<file path="config.mk">
export PLATFORM = sky130hd
export DESIGN_NAME = mpu_engine
export DESIGN_NICKNAME = d
export VERILOG_FILES = /design/src/rtl/mpu_engine.sv
export SDC_FILE = /design/constraint.sdc
export NUM_CORES = 1
export LEC_CHECK = 0
export ABC_AREA = 1
export CAP_MARGIN = 20
export CORE_ASPECT_RATIO = 1.25
export CORE_UTILIZATION = 40
export DETAILED_ROUTE_END_ITERATION = 8
export GPL_TIMING_DRIVEN = 0
export PLACE_DENSITY = 0.69
export SYNTH_ARGS = -nofsm -noshare
export SYNTH_HDL_FRONTEND = slang
export SYNTH_SLANG_ARGS = --single-unit
</file>
<file path="constraint.sdc">
create_clock -name clock -period 2.1 [get_ports clock]
set_clock_uncertainty 0.1 [all_clocks]
set_input_delay 0.42 -clock clock [delete_from_list [all_inputs] [get_ports clock]]
set_output_delay 0.42 -clock clock [all_outputs]
set_load 0.05 [all_outputs]
</file>
<file path="src/rtl/mpu_engine.sv">
// Parametrised matrix processor engine: instruction handshake, memory sequencing, ALU control.
// Optional MPU_ADDR_CHECK_EN rejects block instructions whose burst would run past the top address.
module mpu_engine #(
    parameter int unsigned ELEM_W = 8,
    parameter int unsigned DIM    = 5,
    parameter int unsigned WORD_W = 16,
    parameter int unsigned ADDR_W = 6,
    localparam int unsigned MAT_W = DIM * DIM * ELEM_W
) (
    input  logic              clock,
    input  logic              reset_n,
    input  logic [31:0]       instr_in,
    input  logic              instr_valid,
    output logic              instr_ready,
    output logic [WORD_W-1:0] out_data,
    output logic              out_valid,
    input  logic              out_ready,
    output logic              error,
    output logic              mem_req,
    output logic              mem_we,
    output logic [ADDR_W-1:0] mem_addr,
    output logic [WORD_W-1:0] mem_wdata,
    input  logic [WORD_W-1:0] mem_rdata,
    input  logic              mem_ack,
    output logic              alu_start,
    output logic [2:0]        alu_op,
    output logic [MAT_W-1:0]  alu_a,
    output logic [MAT_W-1:0]  alu_b,
    input  logic [MAT_W-1:0]  alu_c,
    input  logic              alu_done
);
    localparam int unsigned NWORDS = (MAT_W + WORD_W - 1) / WORD_W;
    localparam int unsigned REM    = MAT_W - (NWORDS - 1) * WORD_W;
    localparam int unsigned CNT_W  = $clog2(NWORDS + 1);
    localparam logic [CNT_W-1:0] LastWord = CNT_W'(NWORDS - 1);

    localparam logic [3:0] OpNop   = 4'd0;
    localparam logic [3:0] OpStore = 4'd1;
    localparam logic [3:0] OpLoad  = 4'd2;
    localparam logic [3:0] OpLda   = 4'd3;
    localparam logic [3:0] OpLdb   = 4'd4;

    typedef enum logic [2:0] {StIdle, StSingle, StSend, StBlkRd, StAluRun, StBlkWr} state_e;

    state_e             state_q;
    logic               mem_req_q, mem_we_q, out_valid_q, error_q, alu_start_q, sel_b_q;
    logic [ADDR_W-1:0]  mem_addr_q;
    logic [WORD_W-1:0]  mem_wdata_q, out_data_q;
    logic [CNT_W-1:0]   cnt_q;
    logic [2:0]         alu_op_q;
    logic [MAT_W-1:0]   a_q, b_q, c_q, ld_mat;

    logic [3:0]         instr_op;
    logic [ADDR_W-1:0]  instr_addr;
    logic [WORD_W-1:0]  instr_data;
    logic               is_blk, blk_oob, unused_instr;

    assign instr_op     = instr_in[3:0];
    assign instr_addr   = instr_in[4 +: ADDR_W];
    assign instr_data   = instr_in[16 +: WORD_W];
    assign unused_instr = ^instr_in;
    assign is_blk       = (instr_op == OpLda) || (instr_op == OpLdb) || instr_op[3];

`ifdef MPU_ADDR_CHECK_EN
    assign blk_oob = (int'(instr_addr) + int'(NWORDS) - 1) > ((1 << ADDR_W) - 1);
`else
    assign blk_oob = 1'b0;
`endif

    // Last word of a block holds only REM matrix bits, left-justified in the memory word.
    function automatic logic [WORD_W-1:0] word_of(input logic [MAT_W-1:0] m,
                                                  input logic [CNT_W-1:0] k);
        logic [WORD_W-1:0] w;
        w = '0;
        for (int unsigned i = 0; i < NWORDS - 1; i++) begin
            if (k == CNT_W'(i)) w = m[i*WORD_W +: WORD_W];
        end
        if (k == LastWord) w[WORD_W-1 -: REM] = m[MAT_W-1 -: REM];
        return w;
    endfunction

    always_comb begin
        ld_mat = sel_b_q ? b_q : a_q;
        for (int unsigned i = 0; i < NWORDS - 1; i++) begin
            if (cnt_q == CNT_W'(i)) ld_mat[i*WORD_W +: WORD_W] = mem_rdata;
        end
        if (cnt_q == LastWord) ld_mat[MAT_W-1 -: REM] = mem_rdata[WORD_W-1 -: REM];
    end

    always_ff @(posedge clock or negedge reset_n) begin
        if (!reset_n) begin
            state_q     <= StIdle;
            mem_req_q   <= 1'b0;
            mem_we_q    <= 1'b0;
            mem_addr_q  <= '0;
            mem_wdata_q <= '0;
            out_data_q  <= '0;
            out_valid_q <= 1'b0;
            error_q     <= 1'b0;
            alu_start_q <= 1'b0;
            alu_op_q    <= '0;
            sel_b_q     <= 1'b0;
            cnt_q       <= '0;
            a_q         <= '0;
            b_q         <= '0;
            c_q         <= '0;
        end else begin
            error_q     <= 1'b0;
            alu_start_q <= 1'b0;
            unique case (state_q)
                StIdle: begin
                    if (instr_valid) begin
                        mem_addr_q <= instr_addr;
                        cnt_q      <= '0;
                        sel_b_q    <= (instr_op == OpLdb);
                        if (instr_op == OpStore || instr_op == OpLoad) begin
                            state_q     <= StSingle;
                            mem_req_q   <= 1'b1;
                            mem_we_q    <= (instr_op == OpStore);
                            mem_wdata_q <= instr_data;
                        end else if (is_blk && blk_oob) begin
                            error_q <= 1'b1;
                        end else if (instr_op == OpLda || instr_op == OpLdb) begin
                            state_q   <= StBlkRd;
                            mem_req_q <= 1'b1;
                            mem_we_q  <= 1'b0;
                        end else if (instr_op[3]) begin
                            state_q     <= StAluRun;
                            alu_start_q <= 1'b1;
                            alu_op_q    <= instr_op[2:0];
                        end else if (instr_op != OpNop) begin
                            error_q <= 1'b1;
                        end
                    end
                end
                StSingle: begin
                    if (mem_ack) begin
                        mem_req_q <= 1'b0;
                        mem_we_q  <= 1'b0;
                        if (!mem_we_q) begin
                            out_data_q  <= mem_rdata;
                            out_valid_q <= 1'b1;
                            state_q     <= StSend;
                        end else begin
                            state_q <= StIdle;
                        end
                    end
                end
                StSend: begin
                    if (out_ready) begin
                        out_valid_q <= 1'b0;
                        state_q     <= StIdle;
                    end
                end
                StBlkRd: begin
                    if (mem_ack) begin
                        if (sel_b_q) b_q <= ld_mat;
                        else         a_q <= ld_mat;
                        if (cnt_q == LastWord) begin
                            mem_req_q <= 1'b0;
                            state_q   <= StIdle;
                        end else begin
                            cnt_q      <= cnt_q + 1'b1;
                            mem_addr_q <= mem_addr_q + 1'b1;
                        end
                    end
                end
                StAluRun: begin
                    if (alu_done) begin
                        c_q         <= alu_c;
                        state_q     <= StBlkWr;
                        mem_req_q   <= 1'b1;
                        mem_we_q    <= 1'b1;
                        mem_wdata_q <= word_of(alu_c, '0);
                    end
                end
                StBlkWr: begin
                    if (mem_ack) begin
                        if (cnt_q == LastWord) begin
                            mem_req_q <= 1'b0;
                            mem_we_q  <= 1'b0;
                            state_q   <= StIdle;
                        end else begin
                            cnt_q       <= cnt_q + 1'b1;
                            mem_addr_q  <= mem_addr_q + 1'b1;
                            mem_wdata_q <= word_of(c_q, cnt_q + 1'b1);
                        end
                    end
                end
                default: state_q <= StIdle;
            endcase
        end
    end

    assign instr_ready = (state_q == StIdle);
    assign out_data    = out_data_q;
    assign out_valid   = out_valid_q;
    assign error       = error_q;
    assign mem_req     = mem_req_q;
    assign mem_we      = mem_we_q;
    assign mem_addr    = mem_addr_q;
    assign mem_wdata   = mem_wdata_q;
    assign alu_start   = alu_start_q;
    assign alu_op      = alu_op_q;
    assign alu_a       = a_q;
    assign alu_b       = b_q;
endmodule

</file>
==> summary.txt <==
Timing
  – Setup Viol. Count Final: 480
  – Fin crit share: 1.291
  – RSZ-0062 raised after global routing: true
  – Fin crit period: 2.712 ns
  – Fin. max-slew vios: 0
  – WHS: -0.4220 ns
  – Tightest Pin Transition: 1.276 ns
  – Fin Setup TNS: -37.02 ns
  – FMAX: 368.7 MHz
  – Final worst setup slack: -0.6121 ns
  – Slew margin rel.: 0.1490
  – Hold Fails Final Rpt: 112

Power
  – Sequential share of power: 0.346
  – Cell Int Power: 29.85 mW
  – Pwr/cell area: 1109 nW/um^2
  – Clk pwr share: 0.268
  – Max IR drop VDD: 0.0007268 V
  – Switching share of power: 0.3983
  – Comb power frac: 0.386
  – Lkg Pwr: 20.48 nW
  – Net switching power: 19.76 mW

Yosys
  – FF+latch count, synth: 654
  – Synthesized area per cell: 8.153 um^2
  – Top cell type's share of synthesized area: 0.5318
  – Most common cell in the netlist: nand2_1
  – Synth Instances: 3,775
  – Synth top area cells: dfrtp_1 (53%), nand2_1 (15%), o21ai_0 (13%), nand3_1 (4.2%), mux2_2 (3.5%)
  – Ys Warns: 0
  – Library cells used by synthesis: 38
  – Number of synthesized flops with an enable pin: 0
  – Cell taking the most area after synthesis: dfrtp_1
  – Async SR Flop Fraction: 1.000
  – Post-Syn Nets: 4,036
  – Ys flop type: dfrtp_1
  – Post-synthesis sequential area ratio: 0.5318
  – Post-Syn Area: 30,780 um^2
  – Top post-synthesis cells by count: nand2_1 (1,235), o21ai_0 (819), dfrtp_1 (654)

Worst setup path
  – Kind of critical path: reg2reg
  – R2R depth: 21
  – Worst-path maximum fanout: 8
  – Crit path DAT: 3.13 ns
  – Setup crit end kind: register
  – Reg2reg end: mem_wdata[14]$_DFFE_PN0P_
  – Worst setup SP type: register
  – Launching point of the worst reg2reg path: cnt_q[0]$_DFFE_PN0P_
  – Critical Path RT: 2.52 ns
  – R2R setup slack: -0.61 ns

Routing
  – Antenna-violating nets left: 0
  – Via density: 5.498
  – WL/cell: 24.02 um
  – DRT Pass-1 Iters: 6
  – Initial DRC Count: 2,999
  – Routed WL: 136.0 mm
  – Via count: 31,150
  – Residual DRC: 0

GRT
  – First-pass GRT wire length: 195.9 mm
  – Pin count of the biggest net entering global routing: 116
  – Grt ovf: 0
  – Initial antenna violation count: 12
  – Number of global-route vias before repair: 30,380
  – GRT Total Usage: 0.3355

Placed design
  – DPL Wire Length: 98.68 mm
  – IO Port Bufs: 694
  – DP Worst Slack: -1.412 ns
  – GPL Wtd Cong: 0.9743

Die
  – Starting Density: 0.4046
  – Die ar.: 78,060 um^2
  – # IOs: 701
  – Die height: 312.1 um
  – Core footprint: 76,070 um^2
  – Die W: 250.1 um
  – Num rows: 113

Clocking
  – Root buf cell: clkbuf_16
  – CTS buffer count: 71
  – Num Clock Sinks: 654
  – Clock Pin Slew Worst Setup and Hold Paths: 0.06 ns
  – Clk_lat worst skew: 0.63 ns
  – Clock Path Buffers: 3
  – TritonCTS clock tree: yes
  – H-tree lvl count: 3

Status
  – Failing checks: hold timing, setup timing
  – Status: finished, violations left

Layout
  – Fillcell total: 6,696
  – Layout cells sized above 1: 0.2158
  – P&R area growth vs syn: 45.27%
  – Nets: 4,892

Worst hold path
  – Hold Crit Class: in2async

Run
  – Max-cap violations: 0
-- state kept, by name, indices dropped and copies added, names as in the netlist --
name and cells:
mem_addr 6, out_valid 1, state_q 3, alu_b 200, c_q 200, alu_start 1, alu_a 200, alu_op 3
mem_wdata 16, mem_we 1, mem_req 1, cnt_q 4, out_data 16, error 1, sel_b_q 1
-- timing repair --
item                        CTS  global route
pin swaps                    26            69
gates cloned                  3            14
resized for setup          1373           584
buffers inserted             29            35
hold endpoints to repair     77            77
setup endpoints to repair  1181           845
-- cells in the final DEF, fill, tap and decap left out, drive strengths merged, types with 2 or more instances in the layout --
master,n
nor2,68
clkinvlp,3
mux2,112
dlygate4sd2,120
nand2,1237
a31oi,2
nand3,262
a21oi,23
xor2,3
clkdlybuf4s15,325
ha,7
a22oi,2
clkbuf,266
clkinv,14
inv,260
nand4,24
diode,4
bufbuf,2
bufinv,5
dfrtp,654
o21ai,840
buf,194
clkdlybuf4s50,246
o22ai,4
nor3,3
-- routing by layer --
metal  wire, um  vias to the layer above  global-route usage
li1           -                    14050                   -
met1      48800                    15110              0.3799
met2      64020                     1547              0.5497
met3      14020                      421              0.1180
met4       9076                       18              0.1899
met5        125                        -                   0
-- per-stage QoR --
step / cell area (um^2) / total power [mW] / util / std cells
finish: 44710 / 49.60 / 0.5878 / 5665
detailed placement: 39230 / 34.18 / 0.5157 / 5457
global placement: 38980 / 33.93 / 0.5125 / 5446
CTS: 43050 / 47.98 / 0.5660 / 5615
global route: 44700 / 51.81 / 0.5877 / 5663
floorplan: 30810 / 27.33 / - / 3775
-- worst max-delay path, cell delays in order, from the launching register on --
cell and delay, ns:
dfrtp_2 0.46, ha_4 0.20, xnor2_4 0.22, buf_12 0.19, nand3_4 0.12, buf_12 0.17
o21ai_2 0.10, inv_1 0.04, nand2_1 0.06, nand2_1 0.07, nand2_1 0.09, nand2_2 0.12
nand2_2 0.11, nand2_2 0.05, nand2_2 0.09, nand2_2 0.05, nand2_2 0.08, nand2_2 0.06
nand2_2 0.06, nand2_1 0.05, nand2_1 0.05, nand2_1 0.04
-- power groups by stage --
stage                     clock [mW]  sequential [mW]  combinational (mW)
after global routing            13.9             17.5                20.5
after CTS                       13.3             17.1                17.5
after detailed placement           0             17.3                16.9
after floorplan                    0             20.1                7.27
final                           13.3             17.2                19.2
after global placement             0             17.4                16.6
-- cell type report --
cell class / instances / area (um^2) / area share
tap: 977 / 1222 / 0.02734
multi-input combinational: 2594 / 13210 / 0.2955
sequential: 654 / 16370 / 0.3662
buffer: 264 / 2132 / 0.04769
timing repair inverter: 1 / 5.005 / 0.0001119
clock buffer: 106 / 2171 / 0.04856
inverter: 261 / 1018 / 0.02278
antenna: 4 / 10.01 / 0.0002239
timing repair buffer: 784 / 8320 / 0.1861
clock inverter: 20 / 247.7 / 0.005541
-- cell families (layout without fill, tap and decap cells) --
logic type / after synthesis / after routing / synth area share
and+or+nand+nor: 1597 / 1597 / 0.2116
other: 0 / 4 / 0
xor gates and xnor gates: 4 / 4 / 0.001383
muxes: 112 / 112 / 0.04098
AOI/OAI and AO/OA: 874 / 874 / 0.1433
adders and majority gates: 7 / 7 / 0.002846
buffers and inverters: 527 / 1436 / 0.06810
DFF: 654 / 654 / 0.5318
-- worst max path at each step --
stage | startpoint | endpoint | slack, ns | cells past startpoint
finish | cnt_q[0]$_DFFE_PN0P_ | mem_wdata[14]$_DFFE_PN0P_ | -0.61 | 21
floorplan | cnt_q[0]$_DFFE_PN0P_ | mem_wdata[0]$_DFFE_PN0P_ | -0.09 | 21
detailed placement | mem_ack | alu_a[2]$_DFFE_PN0P_ | -1.41 | 7
global route | cnt_q[0]$_DFFE_PN0P_ | mem_wdata[14]$_DFFE_PN0P_ | -0.77 | 21
global placement | reset_n | cnt_q[0]$_DFFE_PN0P_ | -32.25 | 1
CTS | cnt_q[0]$_DFFE_PN0P_ | mem_wdata[0]$_DFFE_PN0P_ | -0.56 | 21
Note: power is estimated with default switching activity, not from simulation.
